==> src/rtl/serial_shifter.sv <==
// serial_shifter: iterative 32-bit shifter that moves up to SHIFT_PER_CYCLE bits
// per busy cycle, using a valid/ready request and a held response.
module serial_shifter #(
    parameter int SHIFT_PER_CYCLE = 1
) (
    input  logic        clk,
    input  logic        rst,
    input  logic        req_valid,
    output logic        req_ready,
    input  logic [31:0] A,
    input  logic [4:0]  B,
    input  logic [1:0]  Shiftop,
    output logic        resp_valid,
    input  logic        resp_ready,
    output logic [31:0] Result
);
    localparam logic [1:0] IDLE = 2'd0;
    localparam logic [1:0] BUSY = 2'd1;
    localparam logic [1:0] DONE = 2'd2;
    localparam logic [4:0] STEP = 5'(SHIFT_PER_CYCLE);

    logic [1:0]  state;
    logic [1:0]  op;
    logic [4:0]  count;
    logic [4:0]  step;
    logic        sign;
    logic [63:0] ext;
    logic [31:0] shifted;

    assign req_ready  = state == IDLE;
    assign resp_valid = state == DONE;

    // Right shifts go through a 64-bit extension so the fill comes from the latched sign.
    always_comb begin
        step    = count < STEP ? count : STEP;
        ext     = {{32{op[0] & sign}}, Result} >> step;
        shifted = op[1] ? ext[31:0] : Result << step;
    end

    always_ff @(posedge clk or negedge rst) begin
        if (!rst) begin
            state  <= IDLE;
            Result <= '0;
            count  <= '0;
            op     <= '0;
            sign   <= 1'b0;
        end else begin
            case (state)
                IDLE: if (req_valid) begin
                    op    <= Shiftop;
                    sign  <= A[31];
                    count <= B;
                    if (Shiftop == 2'b01) begin
                        Result <= '0;
                        state  <= DONE;
                    end else begin
                        Result <= A;
                        state  <= B == 5'd0 ? DONE : BUSY;
                    end
                end
                BUSY: begin
                    Result <= shifted;
                    count  <= count - step;
                    if (count == step) state <= DONE;
                end
                DONE: if (resp_ready) state <= IDLE;
                default: state <= IDLE;
            endcase
        end
    end
endmodule

==> config.mk <==
export PLATFORM = sky130hd
export DESIGN_NAME = serial_shifter
export DESIGN_NICKNAME = d
export VERILOG_FILES = /design/src/rtl/serial_shifter.sv
export SDC_FILE = /design/constraint.sdc
export NUM_CORES = 1
export LEC_CHECK = 0
export CAP_MARGIN = 20
export CORE_ASPECT_RATIO = 1.5
export CORE_UTILIZATION = 33
export CTS_CLUSTER_DIAMETER = 60
export DETAILED_ROUTE_END_ITERATION = 8
export DONT_BUFFER_PORTS = 1
export GPL_TIMING_DRIVEN = 1
export HOLD_SLACK_MARGIN = 0.02
export PLACE_DENSITY = 0.56
export SLEW_MARGIN = 20
export SYNTH_ARGS = -nofsm -noshare
export SYNTH_HDL_FRONTEND = slang
export SYNTH_SLANG_ARGS = --single-unit
export TNS_END_PERCENT = 20
==> constraint.sdc <==
create_clock -name clk -period 1.7 [get_ports clk]
set_input_delay 0.255 -clock clk [delete_from_list [all_inputs] [get_ports clk]]
set_output_delay 0.255 -clock clk [all_outputs]
set_load 0.03 [all_outputs]
==> results.sh <==
export IMPL_setup_slack_ps=32.5
export IMPL_synth_seq_area_share_pct=41.1
export IMPL_dr_first_iter_drc_count=88
export IMPL_core_area_mm2=0.00737
export IMPL_finish_cell_count_without_fillers=369
export IMPL_ys_async_sr_fraction_pct=100
export IMPL_cts_tree="built"
export IMPL_leakage_nw=1.17
export IMPL_finalWorstPathRequiredPeriod_ps=1670
export IMPL_clkSlewWorstSetupHoldPaths_ps=80
export IMPL_distinct_cell_type_count_of_the_synthesized_netlist=44
export IMPL_grt_max_degree=43
export IMPL_detailedPlace_worstSlack_ps=11.5
export IMPL_avgRoutedWirePerCell_um=21.0
export IMPL_placed_cells=360
export IMPL_synth_edf_count=0
export IMPL_worstSkewPairLatency_ps=290
export IMPL_synth_cells_most_frequent="dfrtp_1, a21oi_1, mux2i_1, o22a_1, mux2_2"
export IMPL_r2r_setup_slack_ps=30
export IMPL_die_w_um=73.8
export IMPL_vias_after_detailed_routing=2194
export IMPL_grt_setup_unrepaired="yes"
export IMPL_number_of_antenna_violations_at_the_first_check_in_global_routing=0
export IMPL_final_net_count=313
export IMPL_dr_pass1_iters=6
export IMPL_cts_sinks=42
export IMPL_hold_slack_ps=106
export IMPL_peakVddDrop_mv=1.00
export IMPL_holdCritStartpoint="Shiftop[0]"
export IMPL_synth_top_cells_by_area="dfrtp_1, a21oi_1, mux2i_1"
export IMPL_grt_usage_pct=19.9
export IMPL_remaining_drc_errors=0
export IMPL_run_status="completed"
export IMPL_critPathMaxFanout=8
export IMPL_layout_core_utilization_pct=39.7
export IMPL_portBuffers=0
export IMPL_gr_total_overflow=0
export IMPL_insertedDiodeCount=0
export IMPL_routabilityCongestion=0.796
export IMPL_kind_of_launch_point_of_the_worst_setup_path="flop"
export IMPL_first_pass_grt_wire_length_mm=12.0
export IMPL_detailed_place_hpwl_mm=5.67
export IMPL_post_cts_setup_buffers=0
export IMPL_worst_reg_to_reg_cells=4
export IMPL_biggest_area_consumer_among_synthesized_cells="dfrtp_1"
export IMPL_hold_class="input pin to flop"
export IMPL_syn_mean_instance_area_um2=9.94
export IMPL_routed_wire_length_mm=7.74
export IMPL_cts_root_to_sink_buffers=2
export IMPL_total_die_area_mm2=0.00811
export IMPL_std_cell_rows=38
export IMPL_ys_ff_latch=42
export IMPL_crit_reg2reg_capture="Result[5]"
export IMPL_holdPathStages=1
export IMPL_ctsRootBufferMaster="clkbuf_8"
export IMPL_power_density_mw_per_mm2=2530
export IMPL_critPathRequiredTime_ps=1880
export IMPL_cap_viol_max_count=0
export IMPL_cts_buffers_inserted=5
export IMPL_fin_worst_skew_ps=4.38
export IMPL_synthesis_area_mm2=0.00255
export IMPL_final_min_period_over_clock_period_pct=98.1
export IMPL_grt_pass1_vias=2197
export IMPL_worst_setup_path_type="flop to flop"
export IMPL_synth_cells=257
export IMPL_max_clock_freq_ghz=0.600
export IMPL_setup_worst_path_end_class="flop"
export IMPL_synth_flop_cell="dfrtp_1"
export IMPL_synth_top_area_share_pct=41.1
export IMPL_floorplan_initialDensity_pct=34.7
export IMPL_final_number_of_hold_violating_endpoints=0
export IMPL_r2r_startpoint="count[2]"
export IMPL_flow_area_growth_from_synthesis_pct=14.6
export IMPL_htree_num_levels=2
export IMPL_timing_worst_slew_pin_value_ps=474
export IMPL_timing_critical_path_arrival_ps=1850
export IMPL_detail_route_antenna_nets=0
export IMPL_syn_num_nets=300
export IMPL_min_to="op[0]"
export IMPL_timing_final_setup_violations=0
export IMPL_detail_route_vias_per_cell=5.95
export IMPL_synthMostInstantiatedCell="dfrtp_1"
export IMPL_report_final_slew_viol_count=0
export IMPL_yosysWarningCount=0
export IMPL_die_height_um=110
export IMPL_drive_gt1_share_pct=21.9
export IMPL_relative_slew_margins_pct=68.4
export IMPL_io_pins=77
-- metal layers --
metal | vias up | part of all wire [%] | GRT usage [%]
met4 | 0 | 3.3 | 8.24
met3 | 17 | 7.0 | 5.50
met5 | - | 0 | 0
met1 | 1083 | 37 | 22.7
met2 | 81 | 52 | 34.5
li1 | 1013 | - | -
-- cells by family after synthesis --
family	share of synthesized area (%)
and+or+nand+nor	8.77
buffers and inverters	4.90
AOI/OAI and AO/OA	31.5
muxes	13.7
DFF	41.1
-- worst max path at each step --
| stage | startpoint | slack (ps) | end | cells past startpoint |
|---|---|---|---|---|
| finish | count[2] | 30 | Result[5] | 4 |
| global route | count[2] | -10 | Result[5] | 4 |
| CTS | count[2] | 5 | Result[25] | 4 |
| detailed placement | count[2] | 10 | Result[25] | 4 |
| global placement | count[2] | 40 | Result[18] | 4 |
| floorplan | count[3] | 8 | Result[10] | 5 |
-- layout by cell type, fill, tap and decap left out, types with 5 or more instances in the layout --
cell,instances
o2bb2ai_1,11
clkbuf_8,6
o21ai_1,5
a22oi_1,11
o21ai_0,5
nor2_1,8
mux2i_1,18
dfrtp_1,41
buf_4,24
nand3_1,6
a31oi_1,7
a21oi_1,39
nor3_1,5
mux2_2,15
nand2_1,8
o22a_1,18
-- critical path: stages, from the launching register on --
cell and delay, ps:
dfrtp_1 410, or4_4 580, nor2_8 190, a21oi_4 140, o22a_1 230
-- stage by stage --
step / TNS (ps) / instance area [um^2] / total power, W
3_5_place_dp: 0 / 2790 / 0.00673
5_1_grt: -26.9 / 2930 / 0.00791
4_1_cts: 0 / 2910 / 0.00741
6_report: 0 / 2930 / 0.00742
2_1_floorplan: 0 / 2550 / 0.00549
3_3_place_gp: 0 / 2790 / 0.00669
-- state kept, by name, indices dropped and copies added (netlist names) --
register and flops:
Result 32, count 5, op 2, sign 1, state 2
-- final cells by class --
class,count,area (um^2)
Tap cell,100,125
Inverter,4,15.0
Fill cell,756,4440
Multi-Input combinational cell,189,1400
Timing Repair Buffer,28,258
Clock buffer,6,82.6
Sequential cell,42,1050
-- power by group --
part,internal (W),total [W],switching (W)
registers,0.00150,0.00279,0.00129
clock network,0.000314,0.000650,0.000336
logic,0.00187,0.00398,0.00211
-- timing repair --
action / 4_1_cts / 5_1_grt
cloned: 0 / 1
pin swaps: 1 / 2
hold endpoints to repair: 42 / 0
hold buffers: 2 / 0
resized for setup: 0 / 2
endpoints found under the setup margin: 1 / 18
Note: power is estimated with default switching activity, not from simulation.
